<file path="src/rtl/pc_update_unit.sv">
//==============================================================================
// Module   : pc_update_unit
// Purpose  : Program-counter update unit for a multi-cycle MIPS-style core.
//            Selects the next-PC candidate, applies the write enable, and
//            handles exceptions and misaligned-target traps by saving the
//            current PC into EPC and vectoring to EXC_VECTOR. Also keeps a
//            saturating count of taken conditional branches.
//
// Ports    :
//   clk           in   1   system clock, rising-edge active
//   reset         in   1   asynchronous active-high reset
//   pc_write      in   1   unconditional PC write enable
//   pc_write_cond in   1   conditional (branch) PC write enable
//   branch_cond   in   1   selected branch condition
//   pc_source     in   3   next-PC source select
//   alu_result    in  32   combinational ALU output (PC+4)
//   alu_out       in  32   registered ALU output (branch target)
//   jump_index    in  26   J-type instruction index field
//   exc_req       in   1   exception request
//   cnt_clr       in   1   synchronous clear of the taken-branch counter
//   pc            out 32   current program counter
//   epc           out 32   exception program counter
//   pc_loaded     out  1   pulse, cycle after any PC load
//   misalign      out  1   pulse, cycle after a misaligned-target trap
//   taken_cnt     out 16   saturating taken-branch count
//
// Revision : 1.0 - initial release
//==============================================================================
`default_nettype none

module pc_update_unit #(
    parameter logic [31:0] EXC_VECTOR = 32'h000000FC,
    parameter logic [31:0] RESET_PC   = 32'h00000000
) (
    input  logic        clk,
    input  logic        reset,
    input  logic        pc_write,
    input  logic        pc_write_cond,
    input  logic        branch_cond,
    input  logic [2:0]  pc_source,
    input  logic [31:0] alu_result,
    input  logic [31:0] alu_out,
    input  logic [25:0] jump_index,
    input  logic        exc_req,
    input  logic        cnt_clr,
    output logic [31:0] pc,
    output logic [31:0] epc,
    output logic        pc_loaded,
    output logic        misalign,
    output logic [15:0] taken_cnt
);

    localparam logic [2:0]  c_SRC_ALU_RESULT = 3'b000;
    localparam logic [2:0]  c_SRC_ALU_OUT    = 3'b001;
    localparam logic [2:0]  c_SRC_JUMP       = 3'b010;
    localparam logic [2:0]  c_SRC_EPC        = 3'b011;
    localparam logic [2:0]  c_SRC_EXC_VECTOR = 3'b100;
    localparam logic [15:0] c_CNT_MAX        = 16'hFFFF;

    logic [31:0] r_pc;
    logic [31:0] r_epc;
    logic        r_pcLoaded;
    logic        r_misalign;
    logic [15:0] r_takenCnt;

    logic [31:0] w_candidate;
    logic        w_srcValid;
    logic        w_trapExempt;
    logic        w_we;
    logic        w_trap;
    logic        w_normalWrite;
    logic        w_takenBranch;

    // Next-PC candidate mux; reserved encodings flag themselves invalid so
    // the write enable can be suppressed.
    always_comb begin
        w_candidate  = r_pc;
        w_srcValid   = 1'b1;
        w_trapExempt = 1'b0;
        case (pc_source)
            c_SRC_ALU_RESULT: w_candidate = alu_result;
            c_SRC_ALU_OUT:    w_candidate = alu_out;
            c_SRC_JUMP:       w_candidate = {r_pc[31:28], jump_index, 2'b00};
            c_SRC_EPC: begin
                // Returning from an exception or vectoring to the handler
                // always loads the value untouched.
                w_candidate  = r_epc;
                w_trapExempt = 1'b1;
            end
            c_SRC_EXC_VECTOR: begin
                w_candidate  = EXC_VECTOR;
                w_trapExempt = 1'b1;
            end
            default: w_srcValid = 1'b0;
        endcase
    end

    assign w_we          = (pc_write | (pc_write_cond & branch_cond)) & w_srcValid;
    assign w_trap        = ~exc_req & w_we & ~w_trapExempt & (w_candidate[1:0] != 2'b00);
    assign w_normalWrite = ~exc_req & w_we & ~w_trap;
    // Only a branch that actually redirected the PC counts as taken.
    assign w_takenBranch = w_normalWrite & pc_write_cond & branch_cond;

    // PC / EPC and the one-cycle status pulses. Priority: exception, trap,
    // normal write, hold.
    always_ff @(posedge clk or posedge reset) begin
        if (reset) begin
            r_pc       <= RESET_PC;
            r_epc      <= 32'h0;
            r_pcLoaded <= 1'b0;
            r_misalign <= 1'b0;
        end else begin
            r_pcLoaded <= 1'b0;
            r_misalign <= 1'b0;
            if (exc_req) begin
                r_epc      <= r_pc;
                r_pc       <= EXC_VECTOR;
                r_pcLoaded <= 1'b1;
            end else if (w_trap) begin
                r_epc      <= r_pc;
                r_pc       <= EXC_VECTOR;
                r_pcLoaded <= 1'b1;
                r_misalign <= 1'b1;
            end else if (w_normalWrite) begin
                r_pc       <= w_candidate;
                r_pcLoaded <= 1'b1;
            end
        end
    end

    // Saturating taken-branch counter; clear beats a same-edge increment.
    always_ff @(posedge clk or posedge reset) begin
        if (reset) begin
            r_takenCnt <= 16'h0;
        end else if (cnt_clr) begin
            r_takenCnt <= 16'h0;
        end else if (w_takenBranch && (r_takenCnt != c_CNT_MAX)) begin
            r_takenCnt <= r_takenCnt + 16'd1;
        end
    end

    assign pc        = r_pc;
    assign epc       = r_epc;
    assign pc_loaded = r_pcLoaded;
    assign misalign  = r_misalign;
    assign taken_cnt = r_takenCnt;

endmodule

`default_nettype wire

</file>
<file path="config.mk">
export PLATFORM = sky130hd
export DESIGN_NAME = pc_update_unit
export DESIGN_NICKNAME = d
export VERILOG_FILES = /design/src/rtl/pc_update_unit.sv
export SDC_FILE = /design/constraint.sdc
export NUM_CORES = 1
export LEC_CHECK = 0
export BUFFER_PORTS_ARGS = -buffer_cell sky130_fd_sc_hd__buf_2
export CORE_MARGIN = 10
export CORE_UTILIZATION = 49
export DETAILED_ROUTE_END_ITERATION = 10
export PLACE_DENSITY = 0.9
export SETUP_SLACK_MARGIN = 0.4
export SYNTH_ARGS = -nofsm -noshare
export SYNTH_HDL_FRONTEND = slang
export SYNTH_SLANG_ARGS = --single-unit
</file>
<file path="constraint.sdc">
create_clock -name clk -period 2.69 [get_ports clk]
set_input_delay 0.269 -clock clk [delete_from_list [all_inputs] [get_ports clk]]
set_output_delay 0.269 -clock clk [all_outputs]
set_load 0.005 [all_outputs]
</file>
---- Yosys cells after proc, flatten, opt, wreduce, memory -nomap -nowiden ----
Cells that the tools add are included.
cells by class
  equal/unequal tests ..................... 6
  bitwise gates (word level) .............. 12
  reduce and logical (&&, ||, !) cells .... 12
  add/subtract/negate cells ............... 1
  mux-type cells .......................... 15
operator list
  cell                     count
  $mux W32                 5
  $pmux W32 S5             1
  $mux W16                 2
  $add A16 B1 Y16 const B  1
  $ne A16 B16 Y1 const B   1
  $and A1 B1 Y1            8
  $mux W1                  7
  $reduce_bool A7 Y1       1
  $eq A3 B2 Y1 const B     2
  $reduce_bool A2 Y1       3
  $reduce_bool A6 Y1       1
  $reduce_or A5 Y1         1
  $eq A3 B1 Y1 const B     1
  $eq A3 B3 Y1 const B     1
  $logic_not A3 Y1         1
  $ne A3 B3 Y1 const B     1
  $not A1 Y1               3
  $reduce_and A3 Y1        1
  $reduce_bool A3 Y1       1
  $reduce_and A2 Y1        1
  $reduce_or A2 Y1         1
  $logic_and A1 B1 Y1      1
  $or A1 B1 Y1             1
storage, ports and cells
  bits in registers ....................... 82
  input bits .............................. 100
  output and inout port bits .............. 82

---- Longest topological paths before layout ----
Gate-level depths: netlist of the first run.
  depth after elaboration ................. 14
  depth in mapped cells ................... 8

---- Worst setup path before layout of the first run ----
Ideal clock, no wire load.
  kind .................................... input to register
  from .................................... input port pc_source[1]
  to ...................................... register r_epc[16] (netlist: epc[16])
  setup slack ............................. 0.696 ns
  arrival ................................. 1.867 ns
  required time ........................... 2.563 ns
  path buffers ............................ 3
  setup time .............................. 0.127 ns
  stages .................................. 8
  path through ............................ buf_4 -> nor4b_2 -> a2111oi_4 -> a31oi_2 -> or2_1 -> buf_2 -> buf_6 -> mux2_1
on the way
  cells in the longest elaborated chain, start to end .. 8
RTL lines
  element                                RTL line  RTL
  start, declared                        40        input logic [2:0] pc_source,
  $eq A3 B3 Y1 (tied with other cells)   80        case (pc_source)
  $reduce_or A5 Y1 (no source line)      -
  $mux W1                                80
  $and A1 B1 Y1                          98        assign w_we = (pc_write | (pc_write_cond & branch_cond)) & w_srcValid;
  $and A1 B1 Y1 (2 in series)            99        assign w_trap = ~exc_req & w_we & ~w_trapExempt & (w_candidate[1:0] != 2'b00);
  $and A1 B1 Y1 *                        99
  $reduce_bool A2 Y1 (no source line) *  -
  end signal, assigned                   116       r_epc <= r_pc;
  end signal, assigned                   120       r_epc <= r_pc;
  end, declared                          61        logic [31:0] r_epc;
Every way passes the cells marked *; elsewhere a longest branch is shown, timed or not.
A chain may end at the register's enable or synchronous reset.

---- Worst setup path in the final report of the first run ----
  from .................................... input port pc_source[2]
  to ...................................... register r_epc[22] (netlist: epc[22])
The elaborated chain is that of the path after synthesis.

==> results of run 1 <==
==> what timing repair did <==
action	CTS	global route
resized for setup	1	0
endpoints found under the setup margin	22	0
hold endpoints to repair	7	0
hold buffers	1	0
==> layout make-up <==
type | count | share of cell area [%]
timing repair buffer | 196 | 18.3
tap | 108 | 2.39
clock buffer | 9 | 2.19
sequential | 82 | 36.3
inverter | 2 | 0.199
clock inverter | 7 | 1.44
multi-input combinational | 286 | 39.2
==> through the flow <==
stage / worst slack, ns / cells / util [%] / hold slack (ns) / cell area, µm²
after CTS: 0.566 / 690 / 64.5 / 0.242 / 5650
after global routing: 0.410 / 690 / 64.5 / 0.251 / 5650
after detailed placement: -0.164 / 673 / 62.0 / 0.216 / 5430
after global placement: 0.0311 / 673 / 62.0 / 0.205 / 5430
final: 0.530 / 690 / 64.5 / 0.254 / 5650
after floorplan: 0.696 / 401 / - / 0.487 / 4420
==> cells in the final DEF (no fill, tap or decap), types with 2 or more instances in the layout <==
master | Yosys | layout
a21oi_1 | 32 | 32
a22oi_1 | 2 | 2
a2bb2oi_1 | 5 | 5
a31oi_1 | 4 | 4
and2_1 | 2 | 2
and3_1 | 4 | 4
and4_1 | 4 | 4
buf_2 | 11 | 181
buf_4 | 1 | 13
clkbuf_8 | 0 | 9
clkinvlp_4 | 0 | 2
dfrtp_1 | 82 | 82
inv_6 | 0 | 4
mux2_1 | 36 | 36
mux2i_1 | 9 | 9
mux4_2 | 19 | 19
nand2_1 | 45 | 45
nand2b_1 | 4 | 4
nand3_1 | 7 | 7
nand4_1 | 4 | 4
nand4b_1 | 2 | 2
nor2_1 | 24 | 23
nor2b_1 | 4 | 4
o21ai_0 | 10 | 10
o21ai_1 | 6 | 6
o31ai_1 | 31 | 31
or2_2 | 1 | 2
or3_1 | 6 | 6
or4_1 | 11 | 11
==> logic make-up (layout without fill, tap and decap cells) <==
| group | Yosys count | count (layout) | synth area share [%] |
|---|---|---|---|
| DFF | 82 | 82 | 46.4 |
| muxes | 64 | 64 | 20.9 |
| and+or+nand+nor | 127 | 127 | 14.9 |
| adders and majority gates | 1 | 1 | 0.283 |
| buffers and inverters | 33 | 214 | 3.54 |
| AOI/OAI and AO/OA | 94 | 94 | 13.9 |
==> worst max-delay path: cells and delay by family <==
| kind | cells | cell delay [ns] |
|---|---|---|
| buffers and inverters | 2 | 0.64 |
| multiplexers | 1 | 0.34 |
| AO/OA/AOI/OAI | 2 | 0.53 |
| AND/OR/NAND/NOR | 2 | 0.60 |
==> flip-flops by register name (all words and copies together), names as in the netlist <==
name and flops:
taken_cnt 16, misalign 1, pc 32, epc 32
pc_loaded 1
==> worst min path at each step <==
stage | start | end | slack [ns] | cells after the start
5_1_grt | jump_index[13] | pc[15] | 0.25 | 3
4_1_cts | jump_index[11] | pc[13] | 0.24 | 3
3_3_place_gp | reset | taken_cnt[12] | 0.21 | 2
6_report | jump_index[11] | pc[13] | 0.25 | 3
2_1_floorplan | jump_index[8] | pc[10] | 0.49 | 2
3_5_place_dp | reset | taken_cnt[15] | 0.22 | 2
==> power by group <==
part	internal, W	switching, W
sequential	0.00130	0.0000569
combinational	0.000246	0.000269
clock	0.000444	0.000486
==> routing by layer <==
metal	track usage (%)	wire length [µm]	vias up
met3	5.10	1220	11
met5	0	0	-
met1	24.0	5320	1999
met4	6.27	177	0
li1	-	-	1862
met2	35.1	7210	167
==> key figures, run 1 <==
Placed design
  – Port buffer count: approximately 180
  – Gpl congestion: 0.858
  – DPL Wire Length: approximately 11000 µm

Layout
  – Layout cells sized above 1: between 40% and 50%
  – Multi-input logic area: ~2200 µm²
  – Inserted Diodes: 0
  – Number of fill cells in the layout: 705
  – Flip-flop and latch area: roughly 2100 µm²
  – Nets: 678
  – Area Growth Syn to Fin: 28.0%

Timing
  – Setup violations, final: 0
  – Fin. Hold Viols: 0
  – Fin crit period: 2.16 ns
  – Final period utilization: 80.3%
  – Relative slew slack: around three fifths
  – Slew Viols, Final: 0
  – Unrepaired setup endpoints after global routing: no
  – Max frequency: between 400 and 500 MHz
  – Slew @ Worst Pin: between 0.6 and 0.7 ns
  – Clock skew: ~0.014 ns
  – Setup TNS Final: 0 ns

Critical path
  – Setup crit start kind: input port
  – Crit path max fanout: 32
  – Req. time, crit path: 2.93 ns
  – CP max stage delay: 0.46 ns
  – Crit path capture: epc[22]
  – Critical R2R Capture: epc[22]
  – R2R setup slack: about 0.60 ns
  – Crit path capture type: register
  – Critical-path top delay cell: or2_2
  – Reg2Reg Depth: 5
  – Critical path origin: pc_source[2]
  – Critical path class: in2reg
  – Crit path arrival time: 2.40 ns
  – Crit path cell chain: buf_2, nor4b_2, a2111oi_4, a31oi_2, or2_2, buf_12, mux2_1
  – Crit Reg-Reg Startpoint: epc[1]

Route
  – Via Count: 4039
  – DR DRC count: 0
  – First-pass DRT Iterations: 4
  – Antenna Violating Nets Remaining: 0
  – Routed wire length: approximately 14000 µm
  – DR WL/cell: 20.2 µm
  – Vias per cell: 5.85
  – Initial DRC count: 210

Power
  – Worst vdd ir: 315 µV
  – Post-route total power: 0.00280 W
  – Pleak: between 2 and 3 nW
  – Power per standard cell area: ~500 nW/µm²

Synthesis
  – Mapped Nets: 502
  – Synth async-reset ratio: 100%
  – Top area cells in the synthesized netlist: dfrtp_1 (46%), mux4_2 (9.7%), mux2_1 (9.2%), o31ai_1 (5.3%), nand2_1 (3.8%)
  – Sequential share of the synthesized area: between 40% and 50%
  – Most common cell in the netlist: dfrtp_1
  – Ys flop type: dfrtp_1
  – Number of synthesized flops with an enable pin: 0
  – Yosys reg bits: about 80
  – Synth warn: 0
  – Synthesized area per cell: between 10 and 15 µm²
  – Count of different cell masters after synthesis: 45
  – Synth Instances: 401
  – Top cells by count, synth: dfrtp_1 (82), nand2_1 (45), mux2_1 (36), a21oi_1 (32), o31ai_1 (31)
  – Synth Cell Area: between 4000 and 5000 µm²
  – Synth top area share: about 46%
  – Synth area leader: dfrtp_1

Outcome
  – Status: finished, final reports clean

CTS
  – H-Tree Depth: 3
  – Num Clock Sinks: 82
  – Deepest clock path buffer count: 2
  – CTS tree: built
  – Reg clk slew, reported paths: 0.10 ns
  – Clk_lat worst skew: between 0.3 and 0.4 ns
  – Cts bufs inserted: 9
  – CTS root buf: clkbuf_8
  – Setup Fix Bufs, Post-CTS: 0

Global routing
  – Initial antenna violation count: 0
  – Number of global-route vias before repair: around 4200
  – GRT overflow: 0
  – Largest net degree at the start of global routing: 44
  – GR Util All Layers: 20.2%
  – First-pass GRT wire length: roughly 22000 µm

Floorplanning
  – Num rows: 34
  – Die area: around 13000 µm²
  – Die width: ~110 µm
  – # IOs: 182
  – Core Area: between 8000 and 9000 µm²
  – Initial Utilization: 50.4%
  – Die Y: between 100 and 150 µm

Flow run
  – # Max-Cap Violations: 0

Worst hold path
  – Hold Path Class: in2reg
Power figures use the tool's default switching activity.
==> run 2: changes to the inputs <==
==> constraint.sdc (replaced) <==
create_clock -name clk -period 2 [get_ports clk]
set_input_delay 0.2 -clock clk [delete_from_list [all_inputs] [get_ports clk]]
set_output_delay 0.2 -clock clk [all_outputs]
set_load 0.005 [all_outputs]
==> run 2 against run 1 <==
Compared with the run above:
- clock-buffer cell count unchanged
- sequential cell count unchanged
- cell area up 16%
- worst hold slack worse by 0.075 ns
- first-iteration DRC count up 46%
- critical path depth down 2
- worst setup slack worse by 0.52 ns
- non-clock buffer count up 35
- utilization up 11 points
- combinational power up 92%
- largest power group unchanged
- via count up 9.8%
- global-route usage up 3.6 points
==> key figures, run 2 (synthesis gave the netlist of run 1 again) <==
Global routing
  – Initial antenna violation count: 2
  – Number of global-route vias before repair: 4836
  – GR Util All Layers: roughly a quarter
  – GRT overflow: 0
  – First-pass GRT wire length: approximately 25000 µm
  – Largest net degree at the start of global routing: 83

CTS
  – Cts bufs inserted: 9
  – CTS tree: built
  – Num Clock Sinks: slightly above 80
  – Deepest clock path buffer count: 2
  – Clk_lat worst skew: 0.37 ns
  – H-Tree Depth: 3
  – CTS root buf: clkbuf_8
  – Reg clk slew, reported paths: 0.10 ns

Critical path
  – Crit path cell chain: a2111oi_4, a31oi_4, buf_12, nor4_4, mux2_4
  – Critical path class: reg2reg
  – Req. time, crit path: between 2 and 2.5 ns
  – Crit path max fanout: 16
  – R2R setup slack: ~0.013 ns
  – Critical path origin: epc[1]
  – Reg2Reg Depth: 5
  – Crit Reg-Reg Startpoint: epc[1]
  – CP max stage delay: ~0.42 ns
  – Crit path capture type: register
  – Crit path arrival time: ~2.2 ns
  – Critical-path top delay cell: dfrtp_1
  – Setup crit start kind: register
  – Family with the most delay on the worst path: compound AO/OA/AOI/OAI gates
  – Worst Path Buf+Inv: 1
  – Critical R2R Capture: taken_cnt[15]

Worst hold path
  – Hold Startpoint: exc_req
  – Worst hold path depth: 2
  – Hold Path Class: in2reg
  – Hold Path End: pc[1]

Timing
  – Fin crit period: approximately 2.0 ns
  – Final Hold Slack: between 0.15 and 0.2 ns
  – Relative slew slack: around 58%
  – Fin. Hold Viols: 0
  – Slew @ Worst Pin: ~0.63 ns
  – Max frequency: just over 500 MHz
  – Unrepaired setup endpoints after global routing: yes
  – Slew Viols, Final: 0
  – Final period utilization: between 90 and 100%
  – Setup violations, final: 0
  – Clock skew: 0.0209 ns

Power
  – Pleak: approximately 3.1 nW
  – Post-route total power: ~0.0040 W
  – Power per standard cell area: 605 nW/µm²
  – Worst vdd ir: approximately 330 µV

Route
  – DR WL/cell: 23.5 µm
  – Vias per cell: 6.10
  – Routed wire length: 17100 µm
  – First-pass DRT Iterations: 4
  – Initial DRC count: roughly 310
  – Antenna Violating Nets Remaining: 0
  – Via Count: 4435
  – DR DRC count: 0

Floorplanning
  – Initial Utilization: 50.4%
  – Die width: between 100 and 150 µm
  – Core Area: ~9000 µm²
  – # IOs: approximately 180
  – Die area: ~13000 µm²
  – Num rows: 34
  – Die Y: approximately 110 µm

Layout
  – Most common cell after layout, fill and taps aside: buf_2
  – Area Growth Syn to Fin: 49.0%
  – Commonest non-fill, non-tap cells in the layout: buf_2 (182), dfrtp_1 (80), nand2_1 (45)
  – Layout cells sized above 1: a little over half
  – Nets: roughly 700
  – Number of fill cells in the layout: 547
  – Fin cells: roughly 730

Placed design
  – Placed cells: approximately 700
  – Port buffer count: approximately 180
  – DPL Wire Length: ~11000 µm
  – Gpl congestion: 0.845

Flow run
  – # Max-Cap Violations: 0

Outcome
  – Status: finished, final reports clean
[run 2: cell types whose count changed in the layout (fill, tap and decap cells not counted), sizes merged]
| cell | previous run | this run |
|---|---|---|
| bufinv | 1 | 0 |
| buf | 195 | 228 |
| clkbuf | 9 | 11 |
| diode | 0 | 2 |
| clkinvlp | 2 | 3 |
[run 2: metrics by stage]
stage | setup slack, ns | util (%) | area (µm²) | setup TNS [ns]
3_3_place_gp | -0.0467 | 64.3 | 5630 | -0.736
4_1_cts | 0.0562 | 72.0 | 6310 | 0
6_report | 0.0129 | 75.1 | 6580 | 0
2_1_floorplan | 0.137 | - | 4490 | 0
3_5_place_dp | -0.219 | 64.3 | 5630 | -3.94
5_1_grt | -0.0404 | 75.1 | 6580 | -0.0671
[run 2: final cells by class]
type	count	area (µm²)	share of cell area [%]
clock inverter	7	57.6	0.875
clock buffer	9	124	1.88
timing repair buffer	231	1510	23.0
multi-input combinational	286	2680	40.8
sequential	82	2050	31.2
antenna	2	5.00	0.0760
inverter	2	11.3	0.171
tap	108	135	2.05
[run 2: timing repair]
item / CTS / global route
pin swaps: 16 / 10
hold buffers: 1 / 0
buffers inserted: 5 / 8
cloned: 5 / 3
endpoints found under the setup margin: 78 / 79
gates resized for setup: 55 / 34
hold endpoints to repair: 82 / 0
[run 2: metal layers]
metal	up-vias	GRT usage (%)	wire length (µm)
met5	-	0	0
met3	54	5.68	1330
met1	2190	28.2	6310
met2	255	39.0	8730
li1	1936	-	-
met4	0	13.5	682
[run 2: power breakdown]
group | total [W] | internal [W] | switching (W)
Clock | 0.00116 | 0.000471 | 0.000684
Combinational | 0.000990 | 0.000499 | 0.000491
Sequential | 0.00183 | 0.00175 | 0.0000817
Total | 0.00398 | 0.00272 | 0.00126
[run 2: how the worst max path moves through the flow]
stage                          to  slack, ns  cells after the start
floorplan                 epc[16]       0.14                      6
global placement           epc[4]      -0.05                      9
detailed placement  taken_cnt[15]      -0.22                      8
CTS                 taken_cnt[12]       0.06                      5
global route         taken_cnt[3]      -0.04                      6
finish              taken_cnt[15]       0.01                      5
